===== config.mk =====
export PLATFORM = sky130hd
export DESIGN_NAME = seg_scan_mux
export DESIGN_NICKNAME = d
export VERILOG_FILES = /design/src/rtl/seg_pkg.sv /design/src/rtl/scan_timer.sv /design/src/rtl/seg_scan_mux.sv
export SDC_FILE = /design/constraint.sdc
export NUM_CORES = 1
export LEC_CHECK = 0
export BUFFER_PORTS_ARGS = -buffer_cell sky130_fd_sc_hd__buf_2
export CAP_MARGIN = 25
export CORE_UTILIZATION = 50
export CTS_CLUSTER_DIAMETER = 40
export DETAILED_ROUTE_END_ITERATION = 8
export PLACE_DENSITY = 0.75
export SETUP_SLACK_MARGIN = 0.5
export SYNTH_ARGS = -nofsm -noshare
export SYNTH_HDL_FRONTEND = slang
export SYNTH_HIERARCHICAL = 1
export SYNTH_SLANG_ARGS = --single-unit

===== constraint.sdc =====
create_clock -name clk -period 2.19 [get_ports clk]
set_clock_uncertainty 0.15 [all_clocks]
set_input_delay 0.219 -clock clk [delete_from_list [all_inputs] [get_ports clk]]
set_output_delay 0.219 -clock clk [all_outputs]
set_load 0.02 [all_outputs]

===== src/rtl/seg_pkg.sv =====
// Segment-level constants shared by the single-digit encoder and the scan multiplexer.
// Patterns are {a,b,c,d,e,f,g,dp} with segment a in the MSB, active-high.
package seg_pkg;

   localparam logic [7:0] SEG_BLANK = 8'h00;

   typedef enum logic {
      PHASE_BLANK,
      PHASE_DRIVE
   } slot_phase_e;

   function automatic logic [7:0] seg_digit(input logic [3:0] value);
      logic [7:0] pattern;
      case (value)
         4'd0:    pattern = 8'hFC;
         4'd1:    pattern = 8'h60;
         4'd2:    pattern = 8'hDA;
         4'd3:    pattern = 8'hF2;
         4'd4:    pattern = 8'h66;
         4'd5:    pattern = 8'hB6;
         4'd6:    pattern = 8'hBE;
         4'd7:    pattern = 8'hE0;
         4'd8:    pattern = 8'hFE;
         4'd9:    pattern = 8'hE6;
         default: pattern = SEG_BLANK;
      endcase
      return pattern;
   endfunction

endpackage


===== src/rtl/scan_timer.sv =====
// Slot/digit position counters for the display scan. The counters hold the frame
// position being consumed by the current edge, so decodes here are combinational.
module scan_timer #(
   parameter int NUM_DIGITS = 4,
   parameter int DIV        = 1000,
   parameter int BLANK      = 50,
   localparam int SW        = $clog2(DIV),
   localparam int DW        = (NUM_DIGITS > 1) ? $clog2(NUM_DIGITS) : 1
) (
   input  logic          clk,
   input  logic          rst,
   output logic [DW-1:0] digit_o,
   output logic          in_blank_o,
   output logic          frame_end_o
);

   localparam logic [SW-1:0] SLOT_LAST  = SW'(DIV - 1);
   localparam logic [SW-1:0] BLANK_END  = SW'(BLANK);
   localparam logic [DW-1:0] DIGIT_LAST = DW'(NUM_DIGITS - 1);

   logic [SW-1:0] slot_q, slot_d;
   logic [DW-1:0] digit_q, digit_d;
   logic          slot_last;

   assign slot_last   = (slot_q == SLOT_LAST);
   assign digit_o     = digit_q;
   assign in_blank_o  = (slot_q < BLANK_END);
   assign frame_end_o = slot_last && (digit_q == DIGIT_LAST);

   // Both counters clear on an explicit compare so non-power-of-two sizes never wrap naturally.
   always_comb begin
      slot_d  = slot_q + SW'(1);
      digit_d = digit_q;
      if (slot_last) begin
         slot_d = '0;
         if (digit_q == DIGIT_LAST) begin
            digit_d = '0;
         end else begin
            digit_d = digit_q + DW'(1);
         end
      end
   end

   always_ff @(posedge clk) begin
      if (rst) begin
         slot_q  <= '0;
         digit_q <= '0;
      end else begin
         slot_q  <= slot_d;
         digit_q <= digit_d;
      end
   end

endmodule


===== src/rtl/seg_scan_mux.sv =====
// Time-multiplexed 7-segment driver: double-buffered frame load, per-slot blanking
// to avoid ghosting, registered segment bus and digit selects.
module seg_scan_mux
   import seg_pkg::*;
#(
   parameter int NUM_DIGITS     = 4,
   parameter int DIV            = 1000,
   parameter int BLANK          = 50,
   parameter int SEL_ACTIVE_LOW = 1
) (
   input  logic                    clk,
   input  logic                    rst,
   input  logic                    load_valid,
   output logic                    load_ready,
   input  logic [8*NUM_DIGITS-1:0] load_data,
   output logic [7:0]              seg_out,
   output logic [NUM_DIGITS-1:0]   dig_sel,
   output logic                    frame_done
);

   localparam int DW = (NUM_DIGITS > 1) ? $clog2(NUM_DIGITS) : 1;
   localparam logic [NUM_DIGITS-1:0] SEL_IDLE = (SEL_ACTIVE_LOW != 0) ? '1 : '0;

   if (NUM_DIGITS < 1 || DIV < 2 || BLANK < 0 || BLANK >= DIV) begin : g_bad_params
      $error("seg_scan_mux: illegal NUM_DIGITS/DIV/BLANK combination");
   end

   logic [DW-1:0]             digit;
   logic                      in_blank;
   logic                      frame_end;
   slot_phase_e               phase;

   logic [8*NUM_DIGITS-1:0]   active_q, active_d;
   logic [8*NUM_DIGITS-1:0]   pend_q, pend_d;
   logic                      pending_q, pending_d;
   logic [7:0]                seg_q, seg_d;
   logic [NUM_DIGITS-1:0]     sel_q, sel_d;
   logic                      done_q, done_d;
   logic [NUM_DIGITS-1:0]     onehot;
   logic [7:0]                digit_seg;

   scan_timer #(
      .NUM_DIGITS (NUM_DIGITS),
      .DIV        (DIV),
      .BLANK      (BLANK)
   ) u_timer (
      .clk         (clk),
      .rst         (rst),
      .digit_o     (digit),
      .in_blank_o  (in_blank),
      .frame_end_o (frame_end)
   );

   assign load_ready = ~pending_q;
   assign seg_out    = seg_q;
   assign dig_sel    = sel_q;
   assign frame_done = done_q;

   // Swap only at a frame boundary; a load can only land when nothing is pending,
   // so the swap and the capture never touch the pending flag on the same edge.
   always_comb begin
      active_d  = active_q;
      pend_d    = pend_q;
      pending_d = pending_q;
      if (frame_end && pending_q) begin
         active_d  = pend_q;
         pending_d = 1'b0;
      end
      if (load_valid && !pending_q) begin
         pend_d    = load_data;
         pending_d = 1'b1;
      end
   end

   always_comb begin
      onehot    = '0;
      digit_seg = SEG_BLANK;
      for (int i = 0; i < NUM_DIGITS; i++) begin
         if (digit == DW'(i)) begin
            onehot[i] = 1'b1;
            digit_seg = active_q[8*i +: 8];
         end
      end
      phase  = in_blank ? PHASE_BLANK : PHASE_DRIVE;
      seg_d  = SEG_BLANK;
      sel_d  = SEL_IDLE;
      done_d = frame_end;
      case (phase)
         PHASE_DRIVE: begin
            seg_d = digit_seg;
            sel_d = (SEL_ACTIVE_LOW != 0) ? ~onehot : onehot;
         end
         default: ;
      endcase
   end

   always_ff @(posedge clk) begin
      if (rst) begin
         active_q  <= '0;
         pend_q    <= '0;
         pending_q <= 1'b0;
         seg_q     <= SEG_BLANK;
         sel_q     <= SEL_IDLE;
         done_q    <= 1'b0;
      end else begin
         active_q  <= active_d;
         pend_q    <= pend_d;
         pending_q <= pending_d;
         seg_q     <= seg_d;
         sel_q     <= sel_d;
         done_q    <= done_d;
      end
   end

endmodule


; ---- Word-level counts from Yosys, hierarchy flattened
; Cells that the tools add are included.
[classes]
addsub = 2
mul = 0
div_mod_pow = 0
n_lt_le_gt_ge = 1
n_eq_ne = 4
shift = 0
n_mux = 11
n_bitwise = 2
reduce_logical = 8
[ops]
columns = op, count
row1 = 2-to-1 mux 8 bit, 4
row2 = "adder 10 x 1 -> 10 bit, second input constant", 1
row3 = "equality test 10 bit, second input constant", 1
row4 = "less-than comparator 10 x 6 -> 1 bit, second input constant", 1
row5 = 2-to-1 mux 1 bit, 6
row6 = "equality test 2 bit, second input constant", 2
row7 = NOT 4 bit, 1
row8 = OR reduction 2 bit, 2
row9 = logical AND 1 bit, 3
row10 = "adder 2 x 1 -> 2 bit, second input constant", 1
row11 = "equality test 2 x 1 -> 1 bit, second input constant", 1
row12 = logical NOT 2 bit, 1
row13 = 2-to-1 mux 2 bit, 1
row14 = nonzero test 2 bit, 1
row15 = logical NOT 1 bit, 1
row16 = NOT 1 bit, 1
[word_totals]
reg_bits = 90
latch_bits = 0
ramBits = 0
romBits = 0
inputBits = 35
out_inout_bits = 14
wordCells = 36
mem_count = 0

; ---- Depth between registers and ports, before layout
; Gate-level depths: netlist (run 1).
[depth]
depth_word = 5
depth_mapped = 9
depth_no_buf = 7

; ---- Hierarchy
; The synthesis (run 1) kept the hierarchy.
[modules_own_cells]
columns = module, n_inst, cells_per_inst, area_each_um2, seq_area_each_um2
row1 = seg_scan_mux, 1, 334, 2796.4, 1561.5
row2 = scan_timer, 1, 68, 628.1, 240.2

; ---- Worst setup path after synthesis (run 1)
; OpenSTA, ideal clock, no wires.
[synth_timing]
path_kind = register -> register
startpoint = reg u_timer.slot_q[0]
endpoint = reg active_q[0]
setup_ps = 71
t_arrival_ps = 1641
t_required_ps = 1969
path_slack_ps = 328
stages_incl_launch_ff = 10
n_path_buf = 2
synth_period_minus_slack_ps = 1862
cell_sequence = dfxtp_1 -> ha_1 -> nand4bb_4 -> nor3_1 -> and2_1 -> and2_1 -> buf_2 -> buf_4 -> nand2_1 -> a21oi_1
[synth_between]
elab_chain_len = 3
[synth_lines]
columns = item, line
row1 = from (decl), scan_timer.sv:21  ; logic [SW-1:0] slot_q, slot_d;
row2 = from (signal assigned), scan_timer.sv:49  ; slot_q <= slot_d;
row3 = equality test 10 bit, scan_timer.sv:25  ; assign slot_last = (slot_q == SLOT_LAST);
row4 = logical AND 1 bit, scan_timer.sv:28  ; assign frame_end_o = slot_last && (digit_q == DIGIT_LAST);
row5 = via done_d, seg_scan_mux.sv:38  ; logic done_q, done_d;
row6 = logical AND 1 bit, seg_scan_mux.sv:65  ; if (frame_end && pending_q) begin
row7 = to (signal assigned), seg_scan_mux.sv:106  ; active_q <= active_d;
row8 = to (decl), seg_scan_mux.sv:33  ; logic [8*NUM_DIGITS-1:0] active_q, active_d;
; The timed path passes the listed nets, and every way through them passes these cells.
; A chain may end at the register's enable or synchronous reset.

; ---- Final worst setup path (run 1)
[layout_timing]
startpoint = reg u_timer.digit_q[0], in the netlist u_timer/digit_o[0]
endpoint = reg active_q[27]
[layout_between]
elab_chain_len = 3
[layout_lines]
columns = item, line
row1 = from (decl), scan_timer.sv:22  ; logic [DW-1:0] digit_q, digit_d;
row2 = from (signal assigned), scan_timer.sv:50  ; digit_q <= digit_d;
row3 = equality test 2 bit, scan_timer.sv:28
row4 = logical AND 1 bit, scan_timer.sv:28
row5 = via done_d, seg_scan_mux.sv:38
row6 = logical AND 1 bit, seg_scan_mux.sv:65
; The timed path passes the listed nets, and every way through them passes these cells.

==> results.cfg, run 1 <==
[yosys]
synth_edf_count = 0
synth_commonest_cells = nand2_1 (135), dfxtp_1 (90), a21oi_1 (66)
yosysWarnings = 6
syn_inst = 402
async_reset_ff_share_pct = 0
synth_top_area_cell = dfxtp_1
synthTopCellsByArea = dfxtp_1 (53%), nand2_1 (15%), a21oi_1 (9.6%), mux2i_1 (4.7%), o22ai_1 (1.5%)
syn-num-nets = 439
yosysUniqueCellTypes = 43
syn_area_per_cell_um2 = 8.52
ys_seq_area_share_pct = 52.6
yosysTopAreaCellShare_pct = 52.6
ys_ff_latch = 90
synth-main-ff-cell = dfxtp_1
yosysMostFrequentCell = nand2_1
synth_area_um2 = 3420

[setup_path]
cp_slowest_cell = dfxtp_1
crit_arrival_ns = 2.02
required_ns = 2.33
critPathMaxFanout = 8
crit_path_end_kind = flop
path_class = reg2reg
cp-start-kind = flop
crit_path_cell_trace = ha_1 > and2_4 > and2_4 > buf_12 > buf_16 > nand2_1 > a21oi_1
cp_slowest_stage_delay_ns = 0.55
cpMostUsedCell = and2_4

[global_route]
grt_max_degree = 66
overflow = 0
track_usage_pct = 25.5
first_global_vias = 2943
antenna_found_initial = 0
grt_pass1_wl_mm = 14.1

[clock_tree]
worstSkewPairLatency_ns = 0.36
clk_pin_slew_ns = 0.08
cts_tree = yes
h-tree-depth = 3
cts_root_buf = clkbuf_8
cts_buffer_depth = 2
cts_made_buffers = 9
clkSinkCount = 90

[sta]
finalSetupTns_ns = 0
slew_headroom_pct = 53.8
final-setup-viol-count = 0
post-route-period-util_pct = 85.9
fmax_mhz = 532
final_hold_viol_count = 0
rsz0062_at_grt = true
tightest_slew_ns = 0.693
slew_viol_final = 0
period_needed_ns = 1.88

[placed_design]
dp_hpwl_mm = 4.63
numPortBuffers = 48
routabilityCongestion = 0.806

[routing]
via_per_inst = 5.40
wl_met2_mm = 4.19
vias = 3105
drc_errors = 4
wl_per_cell_um = 15.3
wl_met3_um = 445
dr.max_layer_used = met4
wl_mm = 8.80
drt_pass1_iterations = 7
first_iter_violations = 208
ant_nets = 0
wl_met1_mm = 3.89

[cells_and_area]
antennaDiodeCount = 0
syn2layout_area_growth_pct = 37.4
fill_cells = 439
layout.nets = 530
final_layout_size_suffix_gt1_share_pct = 27.5

[flow_run]
cap_violations = 0

[run_status]
violations = design-rule violations
outcome = finished with violations

[power]
report.power.total_mw = 3.14
power.switching_mw = 0.737
p_leak_nw = 1.76
power_density_nw_per_um2 = 667
switching_share_pct = 23.4
p_int_mw = 2.41
p_comb_share_pct = 8.5
seqPwrFrac_pct = 54.8
ir_worst_vdd_uv = 386
power.clock.fraction_pct = 36.6

[die]
initial_utilization_pct = 52.7
die_w_um = 84.8
num_rows = 29
core_um2 = 6490
num_io_pins = 49
die_area_um2 = 7180
dieHeight_um = 84.8

[hold_path]
hp-class = in2reg
[critical path: cells and delay by family (launching register included)]
| kind | cells | cell delay [ns] |
|---|---|---|
| AOI/OAI and AO/OA | 1 | 0.15 |
| adders and majority gates | 1 | 0.28 |
| buffers and inverters | 2 | 0.24 |
| DFF | 1 | 0.55 |
| and+or+nand+nor | 3 | 0.45 |
[metrics by stage]
| step | setup slack [ns] | cell area (µm²) | util (%) | hold slack (ns) | cells |
|---|---|---|---|---|---|
| 2_1_floorplan | 0.500 | 3440 | - | 0.190 | 402 |
| 3_3_place_gp | 0.294 | 3720 | 57.3 | 0.290 | 507 |
| 3_5_place_dp | 0.238 | 3720 | 57.3 | 0.291 | 507 |
| 4_1_cts | 0.336 | 4580 | 70.5 | 0.0337 | 572 |
| 5_1_grt | 0.283 | 4710 | 72.5 | 0.0719 | 575 |
| 6_report | 0.309 | 4710 | 72.5 | 0.0523 | 575 |
[state kept, by name, indices dropped and copies added (netlist names)]
signal / cells
dig_sel: 4
pend_q: 32
frame_done: 1
u_timer/digit_o: 2
seg_out: 8
u_timer/slot_q: 10
pending_q: 1
active_q: 32
[timing repair]
action / 4_1_cts / 5_1_grt
gates resized for setup: 28 / 25
setup endpoints to repair: 44 / 45
hold endpoints to repair: 33 / 0
pin swaps: 8 / 9
buffers inserted: 10 / 2
hold buffers: 33 / 0
cloned: 6 / 1
[cells in the final DEF (no fill, tap or decap), drive strengths merged, types with 2 or more instances in the layout]
cell type	netlist	final
nand2	135	136
dfxtp	90	90
a21oi	68	68
nor2b	4	4
xor2	2	2
or3	5	6
mux2i	16	16
and2	2	2
nor2	8	8
o21ai	3	3
clkbuf	10	12
nor3	3	3
or4	2	2
nand4	3	3
o22ai	8	8
or2	2	2
clkinvlp	0	2
inv	4	4
a31oi	2	2
ha	2	2
buf	16	71
nand3	5	5
dlygate4sd3	0	33
[routing by layer]
layer	vias to the layer above	track usage [%]
li1	1537	-
met4	0	12.0
met5	-	0
met1	1439	31.4
met3	25	6.29
met2	104	42.0
[path summary, 6_finish.rpt]
| path | startpoint | to | slack [ns] | depth (start not counted) |
|---|---|---|---|---|
| max reg2reg | u_timer/digit_o[0]$_SDFFE_PP0N_ | active_q[27]$_SDFFE_PP0P_ | 0.31 | 7 |
| max | u_timer/digit_o[0]$_SDFFE_PP0N_ | active_q[27]$_SDFFE_PP0P_ | 0.31 | 7 |
| min reg2reg | pend_q[17]$_SDFFE_PP0P_ | active_q[17]$_SDFFE_PP0P_ | 0.30 | 2 |
| min | rst | u_timer/slot_q[4]$_SDFF_PP0_ | 0.05 | 2 |
[logic make-up (layout without fill, tap and decap cells)]
| group | Yosys count | count (layout) | synth area share (%) |
|---|---|---|---|
| compound gates | 86 | 86 | 13.6 |
| xor+xnor | 3 | 3 | 0.767 |
| fa+ha+maj | 2 | 2 | 0.731 |
| buf+inv | 30 | 124 | 4.75 |
| flops | 90 | 90 | 52.6 |
| mux | 17 | 17 | 5.01 |
| simple gates | 174 | 176 | 22.5 |
[power groups by stage]
stage | clock network [mW] | registers (mW) | logic [mW]
6_report | 1.15 | 1.72 | 0.268
5_1_grt | 1.24 | 1.73 | 0.297
4_1_cts | 1.17 | 1.72 | 0.243
3_5_place_dp | 0 | 1.76 | 0.185
3_3_place_gp | 0 | 1.75 | 0.182
2_1_floorplan | 0 | 1.75 | 0.132
[cell type report]
| cell class | instances | area [µm²] | share of cell area, % |
|---|---|---|---|
| clock buffers | 12 | 155 | 3.30 |
| clock inverters | 4 | 50.0 | 1.06 |
| inverters | 4 | 15.0 | 0.319 |
| multi-input cells | 284 | 1640 | 34.8 |
| flip-flops and latches | 90 | 1820 | 38.8 |
| well taps | 77 | 96.3 | 2.05 |
| repair buffers | 104 | 926 | 19.7 |
(Power assumes the default switching activity.)
==> run 2: changes to the inputs <==
GPL_TIMING_DRIVEN = 0   (was not set)
REMOVE_ABC_BUFFERS = 1   (was not set)
clock period = 1.95 ns   (was 2.19 ns; I/O delays follow)
==> results.cfg, run 2 (synthesis gave the netlist of run 1 again) <==
[sta]
rsz0062_at_grt = true
finalSetupTns_ns = 0
final-setup-viol-count = 0
tightest_slew_ns = 0.742
slew_viol_final = 0
post-route-period-util_pct = 94.9
period_needed_ns = 1.85
final_hold_viol_count = 0
fmax_mhz = 540
slew_headroom_pct = 50.5

[setup_path]
crit_arrival_ns = 1.98
path_delay_family = simple AND/OR/NAND/NOR gates
cp_slowest_cell = dfxtp_4
cp_num_buf_inv = 1
crit_path_cell_trace = ha_4 > nand4bb_4 > nor3_4 > and2_4 > and2_4 > buf_8 > nand2_1 > a21oi_1
cpMostUsedCell = and2_4
cp-start-kind = flop
setup.worst_path.start = u_timer/slot_q[1]$_SDFF_PP0_
critPathMaxFanout = 12
path_class = reg2reg
required_ns = 2.08
crit_path_end_kind = flop
rr_startpoint = u_timer/slot_q[1]$_SDFF_PP0_
cp_slowest_stage_delay_ns = 0.38

[die]
initial_utilization_pct = 52.7
core_um2 = 6490
dieHeight_um = 84.8
num_rows = 29
die_area_um2 = 7180
num_io_pins = 49
die_w_um = 84.8

[placed_design]
dp_hpwl_mm = 4.38
routabilityCongestion = 0.810
numPortBuffers = 48

[cells_and_area]
layout.nets = 534
antennaDiodeCount = 0
syn2layout_area_growth_pct = 39.2
reg_top3 = active_q: 32 flops, pend_q: 32 flops, u_timer/slot_q: 10 flops
final_cell_mix = nand2_1 (123), dfxtp_1 (78), a21oi_1 (61), buf_2 (48), dlygate4sd3_1 (33)
final_layout_size_suffix_gt1_share_pct = 30.1
final_common_cell = nand2_1
fill_cells = 457

[routing]
vias = 3152
via_per_inst = 5.44
first_iter_violations = 215
drt_pass1_iterations = 9
wl_mm = 9.06
ant_nets = 0
wl_per_cell_um = 15.7
drc_errors = 3

[power]
ir_worst_vdd_uv = 589
p_comb_share_pct = 9.5
seqPwrFrac_pct = 52.0
report.power.total_mw = 3.71
power.switching_mw = 0.883
power.clock.fraction_pct = 38.5
p_int_mw = 2.83
p_leak_nw = 1.82
switching_share_pct = 23.8
power_density_nw_per_um2 = 778

[global_route]
antenna_found_initial = 0
track_usage_pct = 24.8
grt_pass1_wl_mm = 13.8
first_global_vias = 2979
grt_max_degree = 41
overflow = 0

[clock_tree]
cts_made_buffers = 9
cts_tree = yes
cts_root_buf = clkbuf_8
h-tree-depth = 3
clkSinkCount = 90
clk_pin_slew_ns = 0.08
cts_buffer_depth = 2
worstSkewPairLatency_ns = 0.36

[run_status]
outcome = finished with violations
violations = design-rule violations

[hold_path]
hold_start = rst
hp-class = in2reg

[flow_run]
cap_violations = 0
[run 2: cell types whose count changed in the layout (fill, tap and decap cells not counted), sizes merged]
cell,previous run,this run
clkinvlp,2,1
clkinv,1,0
bufinv,1,2
buf,71,73
or2b,1,2
inv,4,6
[run 2: final timing paths]
kind	endpoint	slack, ns	cells after the start
min	pend_q[28]$_SDFFE_PP0P_	0.26	2
max reg2reg	active_q[2]$_SDFFE_PP0P_	0.1	8
max	active_q[2]$_SDFFE_PP0P_	0.1	8
min reg2reg	active_q[16]$_SDFFE_PP0P_	0.28	2
[run 2: repair_timing]
item                                    in CTS  in global routing
endpoints found under the hold margin       33                  0
endpoints found under the setup margin      88                 88
hold buffers                                33                  0
gates resized for setup                     48                 35
pin swaps                                   14                 19
cloned                                       3                  2
buffers inserted                            14                  6
[run 2: through the flow]
stage / area [µm²] / util (%) / hold slack (ns) / cells / worst slack (ns)
finish: 4770 / 73.4 / 0.256 / 579 / 0.0988
global route: 4770 / 73.4 / 0.274 / 579 / 0.0179
CTS: 4540 / 69.9 / 0.215 / 571 / 0.186
detailed placement: 3690 / 56.9 / 0.290 / 505 / -0.553
global placement: 3610 / 55.6 / 0.284 / 501 / -1.03
floorplan: 3280 / - / 0.107 / 376 / -0.407
[run 2: final cells by class]
| type | count | area, µm² | share of cell area, % |
|---|---|---|---|
| clock buffers | 11 | 141 | 2.97 |
| inverters | 4 | 15.0 | 0.315 |
| clock inverters | 5 | 85.1 | 1.78 |
| multi-input cells | 285 | 1710 | 35.9 |
| repair buffers | 107 | 878 | 18.4 |
| well taps | 77 | 96.3 | 2.02 |
| flip-flops and latches | 90 | 1840 | 38.6 |
[run 2: power groups by stage]
stage | Combinational [mW] | Clock, mW | Sequential [mW]
after floorplan | 0.110 | 0 | 1.96
after global placement | 0.198 | 0 | 1.97
after detailed placement | 0.210 | 0 | 1.97
after CTS | 0.309 | 1.44 | 1.92
after global routing | 0.380 | 1.53 | 1.94
final | 0.352 | 1.43 | 1.93
[run 2: routing by layer]
| layer | track usage [%] | up-vias | wire length, µm |
|---|---|---|---|
| met2 | 42.3 | 111 | 4680 |
| li1 | - | 1540 | - |
| met4 | 12.3 | 0 | 270 |
| met5 | 0 | - | 0 |
| met3 | 7.08 | 24 | 490 |
| met1 | 28.7 | 1477 | 3620 |
